[config.mk]
export PLATFORM = sky130hd
export DESIGN_NAME = md5_block_engine
export DESIGN_NICKNAME = d
export VERILOG_FILES = /design/src/rtl/md5_pkg.sv /design/src/rtl/md5_step.sv /design/src/rtl/md5_block_engine.sv
export SDC_FILE = /design/constraint.sdc
export NUM_CORES = 2
export LEC_CHECK = 0
export CAP_MARGIN = 20
export CELL_PAD_IN_SITES_DETAIL_PLACEMENT = 0
export CELL_PAD_IN_SITES_GLOBAL_PLACEMENT = 1
export CORE_MARGIN = 2
export CORE_UTILIZATION = 40
export CTS_BUF_LIST = sky130_fd_sc_hd__clkbuf_4 sky130_fd_sc_hd__clkbuf_8
export CTS_CLUSTER_DIAMETER = 150
export DETAILED_ROUTE_END_ITERATION = 6
export PLACE_DENSITY = 0.83
export SLEW_MARGIN = 30
export SYNTH_ARGS = -nofsm -noshare
export SYNTH_HDL_FRONTEND = slang
export SYNTH_SLANG_ARGS = --single-unit
[constraint.sdc]
create_clock -name clk -period 31.8 [get_ports clk]
set_input_delay 4.77 -clock clk [delete_from_list [all_inputs] [get_ports clk]]
set_output_delay 4.77 -clock clk [all_outputs]
set_load 0.05 [all_outputs]
[src/rtl/md5_pkg.sv]
// Shared MD5 constants, state encoding and message-word index helper for md5_block_engine.
package md5_pkg;

  localparam logic [31:0] IV_A = 32'h67452301;
  localparam logic [31:0] IV_B = 32'hefcdab89;
  localparam logic [31:0] IV_C = 32'h98badcfe;
  localparam logic [31:0] IV_D = 32'h10325476;
  localparam logic [127:0] IV_DIGEST = {IV_D, IV_C, IV_B, IV_A};

  localparam logic [31:0] K [0:63] = '{
    32'hd76aa478, 32'he8c7b756, 32'h242070db, 32'hc1bdceee,
    32'hf57c0faf, 32'h4787c62a, 32'ha8304613, 32'hfd469501,
    32'h698098d8, 32'h8b44f7af, 32'hffff5bb1, 32'h895cd7be,
    32'h6b901122, 32'hfd987193, 32'ha679438e, 32'h49b40821,
    32'hf61e2562, 32'hc040b340, 32'h265e5a51, 32'he9b6c7aa,
    32'hd62f105d, 32'h02441453, 32'hd8a1e681, 32'he7d3fbc8,
    32'h21e1cde6, 32'hc33707d6, 32'hf4d50d87, 32'h455a14ed,
    32'ha9e3e905, 32'hfcefa3f8, 32'h676f02d9, 32'h8d2a4c8a,
    32'hfffa3942, 32'h8771f681, 32'h6d9d6122, 32'hfde5380c,
    32'ha4beea44, 32'h4bdecfa9, 32'hf6bb4b60, 32'hbebfbc70,
    32'h289b7ec6, 32'heaa127fa, 32'hd4ef3085, 32'h04881d05,
    32'hd9d4d039, 32'he6db99e5, 32'h1fa27cf8, 32'hc4ac5665,
    32'hf4292244, 32'h432aff97, 32'hab9423a7, 32'hfc93a039,
    32'h655b59c3, 32'h8f0ccc92, 32'hffeff47d, 32'h85845dd1,
    32'h6fa87e4f, 32'hfe2ce6e0, 32'ha3014314, 32'h4e0811a1,
    32'hf7537e82, 32'hbd3af235, 32'h2ad7d2bb, 32'heb86d391
  };

  localparam logic [4:0] S [0:63] = '{
    5'd7, 5'd12, 5'd17, 5'd22, 5'd7, 5'd12, 5'd17, 5'd22,
    5'd7, 5'd12, 5'd17, 5'd22, 5'd7, 5'd12, 5'd17, 5'd22,
    5'd5, 5'd9, 5'd14, 5'd20, 5'd5, 5'd9, 5'd14, 5'd20,
    5'd5, 5'd9, 5'd14, 5'd20, 5'd5, 5'd9, 5'd14, 5'd20,
    5'd4, 5'd11, 5'd16, 5'd23, 5'd4, 5'd11, 5'd16, 5'd23,
    5'd4, 5'd11, 5'd16, 5'd23, 5'd4, 5'd11, 5'd16, 5'd23,
    5'd6, 5'd10, 5'd15, 5'd21, 5'd6, 5'd10, 5'd15, 5'd21,
    5'd6, 5'd10, 5'd15, 5'd21, 5'd6, 5'd10, 5'd15, 5'd21
  };

  typedef enum logic [1:0] {IDLE, CRUNCH, FINAL, DONE} md5_state_e;

  // Message word consumed by step i; only the low nibble matters because g is taken mod 16.
  function automatic logic [3:0] g_index(input logic [5:0] i);
    logic [3:0] g;
    case (i[5:4])
      2'd0:    g = i[3:0];
      2'd1:    g = i[3:0] * 4'd5 + 4'd1;
      2'd2:    g = i[3:0] * 4'd3 + 4'd5;
      default: g = i[3:0] * 4'd7;
    endcase
    return g;
  endfunction

endpackage

[src/rtl/md5_step.sv]
// One combinational MD5 step: round function, add chain and left rotate.
module md5_step
  import md5_pkg::*;
(
  input  logic [31:0] a,
  input  logic [31:0] b,
  input  logic [31:0] c,
  input  logic [31:0] d,
  input  logic [5:0]  i,
  input  logic [31:0] mword,
  output logic [31:0] a_next,
  output logic [31:0] b_next,
  output logic [31:0] c_next,
  output logic [31:0] d_next
);

  logic [31:0] f;
  logic [31:0] sum;
  logic [63:0] rot2;

  always_comb begin
    f = '0;
    unique case (i[5:4])
      2'd0: f = (b & c) | (~b & d);
      2'd1: f = (d & b) | (~d & c);
      2'd2: f = b ^ c ^ d;
      2'd3: f = c ^ (b | ~d);
    endcase
    sum    = a + f + K[i] + mword;
    // Rotate via a doubled word; the upper half is rotl(sum, S[i]).
    rot2   = {sum, sum} << S[i];
    a_next = d;
    b_next = b + rot2[63:32];
    c_next = b;
    d_next = c;
  end

endmodule

[src/rtl/md5_block_engine.sv]
// MD5 compression of one 512-bit block, ROUNDS_PER_CYCLE steps per clock, with chaining.
// Optional target compare enabled by defining MD5_TARGET_MATCH_EN.
module md5_block_engine
  import md5_pkg::*;
#(
  parameter int unsigned  ROUNDS_PER_CYCLE = 1,
  parameter logic [127:0] INIT_DIGEST      = IV_DIGEST
) (
  input  logic         clk,
  input  logic         reset,
  input  logic         in_valid,
  output logic         in_ready,
  input  logic [511:0] in_block,
  input  logic         in_chain,
  output logic         out_valid,
  input  logic         out_ready,
`ifdef MD5_TARGET_MATCH_EN
  input  logic [127:0] target,
  output logic         match,
`endif
  output logic [127:0] out_digest
);

  if (!(ROUNDS_PER_CYCLE == 1 || ROUNDS_PER_CYCLE == 2 || ROUNDS_PER_CYCLE == 4 ||
        ROUNDS_PER_CYCLE == 8 || ROUNDS_PER_CYCLE == 16)) begin : g_bad_rounds
    $error("md5_block_engine: ROUNDS_PER_CYCLE must be 1, 2, 4, 8 or 16");
  end

  localparam int unsigned LOG2R    = $clog2(ROUNDS_PER_CYCLE);
  localparam logic [5:0]  CNT_LAST = 6'(64 / ROUNDS_PER_CYCLE - 1);

  md5_state_e    state_q, state_d;
  logic [5:0]    cnt_q;
  logic [511:0]  msg_q;
  logic [31:0]   a_q, b_q, c_q, d_q;
  logic [127:0]  chain_q;
  logic [127:0]  start_q;
  logic          accept;
  logic [127:0]  start_sel;
  logic [127:0]  digest_sum;
  logic [5:0]    step_base;

  logic [31:0] sa [ROUNDS_PER_CYCLE+1];
  logic [31:0] sb [ROUNDS_PER_CYCLE+1];
  logic [31:0] sc [ROUNDS_PER_CYCLE+1];
  logic [31:0] sd [ROUNDS_PER_CYCLE+1];

  assign accept    = in_valid & in_ready;
  assign start_sel = in_chain ? chain_q : INIT_DIGEST;
  assign step_base = cnt_q << LOG2R;

  assign sa[0] = a_q;
  assign sb[0] = b_q;
  assign sc[0] = c_q;
  assign sd[0] = d_q;

  for (genvar r = 0; r < ROUNDS_PER_CYCLE; r++) begin : g_step
    logic [5:0]  idx;
    logic [31:0] mword;
    assign idx   = step_base + 6'(r);
    assign mword = msg_q[{g_index(idx), 5'd0} +: 32];

    md5_step u_step (
      .a      (sa[r]),
      .b      (sb[r]),
      .c      (sc[r]),
      .d      (sd[r]),
      .i      (idx),
      .mword  (mword),
      .a_next (sa[r+1]),
      .b_next (sb[r+1]),
      .c_next (sc[r+1]),
      .d_next (sd[r+1])
    );
  end

  assign digest_sum = {start_q[127:96] + d_q, start_q[95:64] + c_q,
                       start_q[63:32]  + b_q, start_q[31:0]  + a_q};

  always_ff @(posedge clk or posedge reset) begin
    if (reset) begin
      state_q <= IDLE;
    end else begin
      state_q <= state_d;
    end
  end

  always_comb begin
    state_d = state_q;
    unique case (state_q)
      IDLE:   if (in_valid) state_d = CRUNCH;
      CRUNCH: if (cnt_q == CNT_LAST) state_d = FINAL;
      FINAL:  state_d = DONE;
      DONE:   if (out_ready) state_d = in_valid ? CRUNCH : IDLE;
    endcase
  end

  always_comb begin
    in_ready = (state_q == IDLE) | ((state_q == DONE) & out_ready);
  end

  always_ff @(posedge clk or posedge reset) begin
    if (reset) begin
      cnt_q      <= '0;
      msg_q      <= '0;
      a_q        <= '0;
      b_q        <= '0;
      c_q        <= '0;
      d_q        <= '0;
      chain_q    <= INIT_DIGEST;
      start_q    <= INIT_DIGEST;
      out_digest <= '0;
      out_valid  <= 1'b0;
    end else if (accept) begin
      msg_q                  <= in_block;
      start_q                <= start_sel;
      {d_q, c_q, b_q, a_q}   <= start_sel;
      cnt_q                  <= '0;
      out_valid              <= 1'b0;
    end else begin
      unique case (state_q)
        CRUNCH: begin
          a_q   <= sa[ROUNDS_PER_CYCLE];
          b_q   <= sb[ROUNDS_PER_CYCLE];
          c_q   <= sc[ROUNDS_PER_CYCLE];
          d_q   <= sd[ROUNDS_PER_CYCLE];
          cnt_q <= cnt_q + 6'd1;
        end
        FINAL: begin
          chain_q    <= digest_sum;
          out_digest <= digest_sum;
          out_valid  <= 1'b1;
        end
        DONE:    if (out_ready) out_valid <= 1'b0;
        default: ;
      endcase
    end
  end

`ifdef MD5_TARGET_MATCH_EN
  always_ff @(posedge clk or posedge reset) begin
    if (reset) begin
      match <= 1'b0;
    end else if (accept) begin
      match <= 1'b0;
    end else if (state_q == FINAL) begin
      match <= (digest_sum == target);
    end else if (state_q == DONE && out_ready) begin
      match <= 1'b0;
    end
  end
`endif

endmodule

# [After elaboration in Yosys (flattened, before gate mapping)]
# Memory sizes are Yosys's and may differ from the RTL's.
# Cells that the tools add are included.
[totals] romBits=2368 output_inout_bits=130 inputBits=517 wordCells=90 ff_bits=1033 n_memories=2
[memory_table] memory="(no name shown)" depth=64 width=32 read_ports=1 rd_ports_with_merged_regs=0 write_ports=0 line="md5_step.sv:29" source="sum = a + f + K[i] + mword;"
[memory_table] memory="(no name shown)" depth=64 width=5 read_ports=1 rd_ports_with_merged_regs=0 write_ports=0 line="md5_step.sv:31" source="rot2 = {sum, sum} << S[i];"
[op_classes] n_shift=2 n_mux=25 bitwise_logic=17 addsub=11 reduce_logical=7 multipliers=3 n_lt_le_gt_ge=1 eq_ne=11
[ops] op="indexed part select 512 x 10 -> 32 bit" count=1
[ops] op="two-way mux 32 bit" count=10
[ops] op="adder 32 bit" count=8
[ops] op="AND 32 bit" count=4
[ops] op="two-way mux 128 bit" count=1
[ops] op="case mux 32 bit (4 select lines)" count=1
[ops] op="bitwise OR 32 bit" count=3
[ops] op="bitwise XOR 32 bit" count=3
[ops] op="NOT 32 bit" count=2
[ops] op="left shift 64 x 5 -> 64 bit" count=1
[ops] op="two-way mux 6 bit" count=2
[ops] op="case mux 4 bit (3 select lines)" count=1
[ops] op="two-way mux 5 bit" count=2
[ops] op="== test 2 bit, second input constant" count=4
[ops] op="multiplier 4 x 3 -> 4 bit, second input constant" count=2
[ops] op="case mux 2 bit (4 select lines)" count=1
[ops] op="greater-or-equal comparator 7 bit, second input constant" count=1
[ops] op="NOT 6 -> 7 bit" count=1
[ops] op="adder 6 x 1 -> 6 bit, second input constant" count=1
[ops] op="== test 6 bit, second input constant" count=1
[ops] op="two-way mux 2 bit" count=3
[ops] op="inequality test 2 bit, second input constant" count=3
[ops] op="adder 4 x 1 -> 4 bit, second input constant" count=1
[ops] op="adder 4 x 3 -> 4 bit, second input constant" count=1
[ops] op="other kinds (13)" count=19

# [Logic depth before layout (Yosys ltp)]
[logic_depth] ltp_word=11 ltp_mapped=48

# [By module]
# A second synthesis with hierarchy kept.
[unflattened] hier_cells=6914 hier_area_um2=60157.7
[modules_own_cells] module="md5_block_engine" area_per_inst_um2=47695.7 cells_each=5084 instances=1
[modules_own_cells] module="md5_step" area_per_inst_um2=12462.0 cells_each=1830 instances=1

# [Worst setup path before layout]
# No wires, ideal clock.
[synth_timing] path_kind="register to register" start="register cnt_q[2]" end="register b_q[20]" slack_ps=21576 n_path_buf=4 t_arrival_ps=10103 stages_incl_launch_ff=45 setup_ps=121 period_less_slack_ps=10224 required_ps=31679 path_cell_list="dfrtp_1 -> inv_2 -> clkbuf_1 -> ha_1 -> fa_1 -> mux4_2 -> buf_4 -> clkbuf_1 -> buf_1 -> mux2i_1 -> a21oi_1 -> fa_1 -> inv_1 -> fa_1 -> inv_1 -> ha_1 -> inv_1 -> fa_1 -> (+9 left out) -> o22ai_1 -> o21a_1 -> mux2i_1 -> mux2_2 -> ha_1 -> fa_1 -> a21o_1 -> a21o_1 -> a211oi_1 -> nor4_1 -> nor3b_1 -> o21ai_0 -> a21o_1 -> a21oi_1 -> xor2_1 -> a21oi_1 -> a21oi_1 -> nor2_1"
[synth_via] elab_chain_len=10 elab_cells_between_ends=20
[synth_lines] element="start: declaration" line="md5_block_engine.sv:33" source="logic [5:0] cnt_q;"
[synth_lines] element="start signal: assignment" line="md5_block_engine.sv:127" source="cnt_q <= cnt_q + 6'd1;"
[synth_lines] element="parallel branches: the longest is 6 deep, another holds adder 32 bit"
[synth_lines] element="left shift 64 x 5 -> 64 bit (*)" line="md5_step.sv:31"
[synth_lines] element="adder 32 bit (*)" line="md5_step.sv:33" source="b_next = b + rot2[63:32];"
[synth_lines] element="two-way mux 32 bit (*)" line="md5_block_engine.sv:121" source="unique case (state_q)"
[synth_lines] element="two-way mux 32 bit (*)" line="md5_block_engine.sv:114" source="end else if (accept) begin"
[synth_lines] element="end signal: assignment" line="md5_block_engine.sv:117" source="{d_q, c_q, b_q, a_q} <= start_sel;"
[synth_lines] element="end signal: assignment" line="md5_block_engine.sv:124" source="b_q <= sb[ROUNDS_PER_CYCLE];"
[synth_lines] element="end: declaration" line="md5_block_engine.sv:35" source="logic [31:0] a_q, b_q, c_q, d_q;"
# Mark *: on every way between the ends. The select of a mux whose other input is x is not followed.
# A chain may end at the register's enable or synchronous reset.

# [Worst setup path after layout]
[layout_timing] start="register cnt_q[0]" end="register b_q[20]"
# The elaborated chain is that of the path after synthesis.

==> flow_metrics.py <==
metrics = {
    "cells_and_area": {
        "final_cell_mix": "2171 x nand2_1, 837 x dfrtp_1, 645 x clkdlybuf4s50_1",
        "final_common_cell": "nand2_1",
        "drive_above_1_share_pct": 9.739,
        "syn2layout_area_growth_pct": 19.66,
        "nets": 7965,
        "fill_cells": 13850,
    },
    "die": {
        "start_util_pct": 40.20,
        "dieArea_sq_um": 149000,
        "core_sq_um": 145200,
        "die_h_um": 386.0,
        "io_pins": 647,
        "die_w_um": 386.0,
        "rows": 140,
    },
    "global_route": {
        "grt_pass1_wl_mm": 318.1,
        "antenna_found_initial": 16,
        "grt-ovfl-total": 0,
        "grt_use_total_pct": 28.60,
        "grt_pass1_vias": 49880,
        "grt_start_max_net_pins": 219,
    },
    "critical_path": {
        "critPathKind": "flop to flop",
        "required_ps": 32600,
        "crit_cells": 43,
        "critPathSlowestCell": "ha_1",
        "path_buf_inv": 6,
        "cp-end-kind": "flop",
        "crit_path_start_kind": "flop",
        "crit_family": "compound AO/OA/AOI/OAI gates",
        "arrival_ps": 13290,
        "reg2reg_depth": 43,
        "path_max_fanout": 90,
        "path_common_cell": "a21oi_1",
        "slowest_delay_ps": 750,
    },
    "route": {
        "routed_wl_mm": 214.3,
        "antenna_left": 0,
        "viasPerCell": 5.486,
        "vias": 50570,
        "first_pass_iters": 6,
        "drc": 0,
        "post_drt_wl_per_cell_um": 23.25,
        "drt_iter0_drc": 4445,
    },
    "synth": {
        "ys_ff_latch": 969,
        "syn_area_sq_um": 58380,
        "synth_flop_cell": "dfrtp_1",
        "yosysTopAreaCell": "dfrtp_1",
        "synth.distinct_cells": 82,
        "synth_top_cell_area_share_pct": 36.05,
        "async_reset_ff_share_pct": 100.0,
        "synthCells": 6734,
        "synth.area.top_cells": "dfrtp_1 36%, nand2_1 14%, dfstp_2 5.8%, mux4_2 5.1%, ha_1 4.8%",
        "yosys_warnings": 0,
        "syn_nets": 7548,
        "syn-mean-instance-area_sq_um": 8.670,
        "yosysSeqAreaShare_pct": 41.81,
        "synth_edf_count": 0,
    },
    "clock_tree": {
        "worstSkewPairLatency_ps": 960,
        "cts_tree": "yes",
        "htreeDepth": 4,
        "clkTransAtPathRegs_ps": 60,
        "ctsLongestPathBuffers": 3,
        "cts_root_buffer": "clkbuf_8",
        "post_cts.repair.setup_buffers": 0,
        "cts_buffers": 168,
        "ctsResizeCount": 0,
        "cts_hold_buf": 0,
        "clock_sinks": 969,
    },
    "timing": {
        "skew_ps": 71.32,
        "hold_violations": 0,
        "maxSlewViolCount": 0,
        "fin_setup_tns_ps": 0,
        "holdWs_ps": 458.5,
        "timing.fmax_mhz": 80.08,
        "period_minus_slack_ps": 12490,
        "period_share_pct": 39.27,
        "rsz0062_at_grt": "no",
        "setup_viol": 0,
        "worstMarginPinSlew_ps": 1093,
        "slew-limit-headroom_pct": 26.38,
    },
    "outcome": {
        "status": "finished clean",
    },
    "place": {
        "gp_congestion": 1.010,
        "portBuffers": 646,
        "dpl.hpwl_mm": 159.4,
    },
    "hold_path": {
        "hp-class": "flop to flop",
        "hold_path_depth": 2,
    },
    "job": {
        "drv_cap": 0,
    },
}
==> synthesized netlist by cell type (all sizes together), types with 25 or more instances <==
cell	instances
nand2	2174
dfrtp	841
nor2	456
a21oi	344
o21ai	341
clkbuf	321
ha	225
mux2i	221
inv	202
xnor2	177
buf	147
mux4	131
dfstp	128
nand3	109
a21o	82
fa	72
a211oi	65
a31oi	62
xor2	62
nor3	56
nor2b	53
o21a	49
nand3b	34
o221ai	34
mux2	32
nand2b	32
o21bai	25
==> worst paths after layout <==
| kind | start | endpoint | slack, ps |
|---|---|---|---|
| setup / recovery | cnt_q[0] | b_q[20] | 19310 |
| hold / removal | chain_q[45] | chain_q[45] | 460 |
| setup reg to reg | cnt_q[0] | b_q[20] | 19310 |
| hold reg to reg | chain_q[45] | chain_q[45] | 460 |
| max in group asynchronous | reset | out_digest[61] | 23050 |
| min in group asynchronous | reset | msg_q[135] | 4350 |
==> worst register-to-register path: cells and delay by family (launching register included) <==
family	cells	cell delay, ps
adder cells (fa/ha/maj)	7	2980
buffers and inverters	6	1670
AND/OR/NAND/NOR	6	1040
AO/OA/AOI/OAI	18	4330
flip-flops	1	320
XOR/XNOR	2	520
multiplexers	4	1520
==> cell families after synthesis <==
logic type / after synthesis / synth area share (%)
AND/OR/NAND/NOR: 3008 / 20.75
AO/OA/AOI/OAI: 1166 / 12.31
flip-flops: 969 / 41.81
buffers and inverters: 671 / 4.790
multiplexers: 384 / 9.460
adder cells (fa/ha/maj): 297 / 7.291
XOR/XNOR: 239 / 3.598
==> metal layers <==
layer / track usage, % / vias to the layer above / routed length [um]
met2: 44.45 / 1936 / 97120
met1: 37.53 / 24740 / 89520
met5: 0 / - / 92
met3: 5.842 / 403 / 15380
li1: - / 23470 / -
met4: 15.17 / 14 / 12140
==> flip-flops by register name, indices dropped and copies added (netlist names) <==
register	cells
a_q	32
b_q	32
c_q	32
chain_q	64
cnt_q	6
d_q	32
msg_q	512
out_digest	128
out_valid	1
start_q	128
state_q	2
==> layout make-up <==
type                       count  area (sq um)  share of cell area (%)
antenna                       10         25.02                 0.03582
multi-input combinational   5094         31280                   44.78
clock buffer                 275          3410                   4.881
clock inverter                34         445.4                  0.6376
timing repair buffer         715          7113                   10.18
inverter                     203         765.7                   1.096
tap                         1917          2399                   3.433
sequential                   969         24420                   34.96
==> through the flow <==
stage | cells | setup WS (ps) | util [%] | cell area, sq um
floorplan | 6734 | 13790 | - | 58390
global placement | 8897 | 19410 | 45.38 | 65900
detailed placement | 8898 | 19330 | 45.40 | 65930
CTS | 9207 | 19310 | 48.05 | 69780
global route | 9213 | 18380 | 48.10 | 69850
finish | 9217 | 19310 | 48.11 | 69860
Power is left out: the tool's default activity adds up to more than one toggle a clock period on the data nets, which glitch-free logic cannot reach.
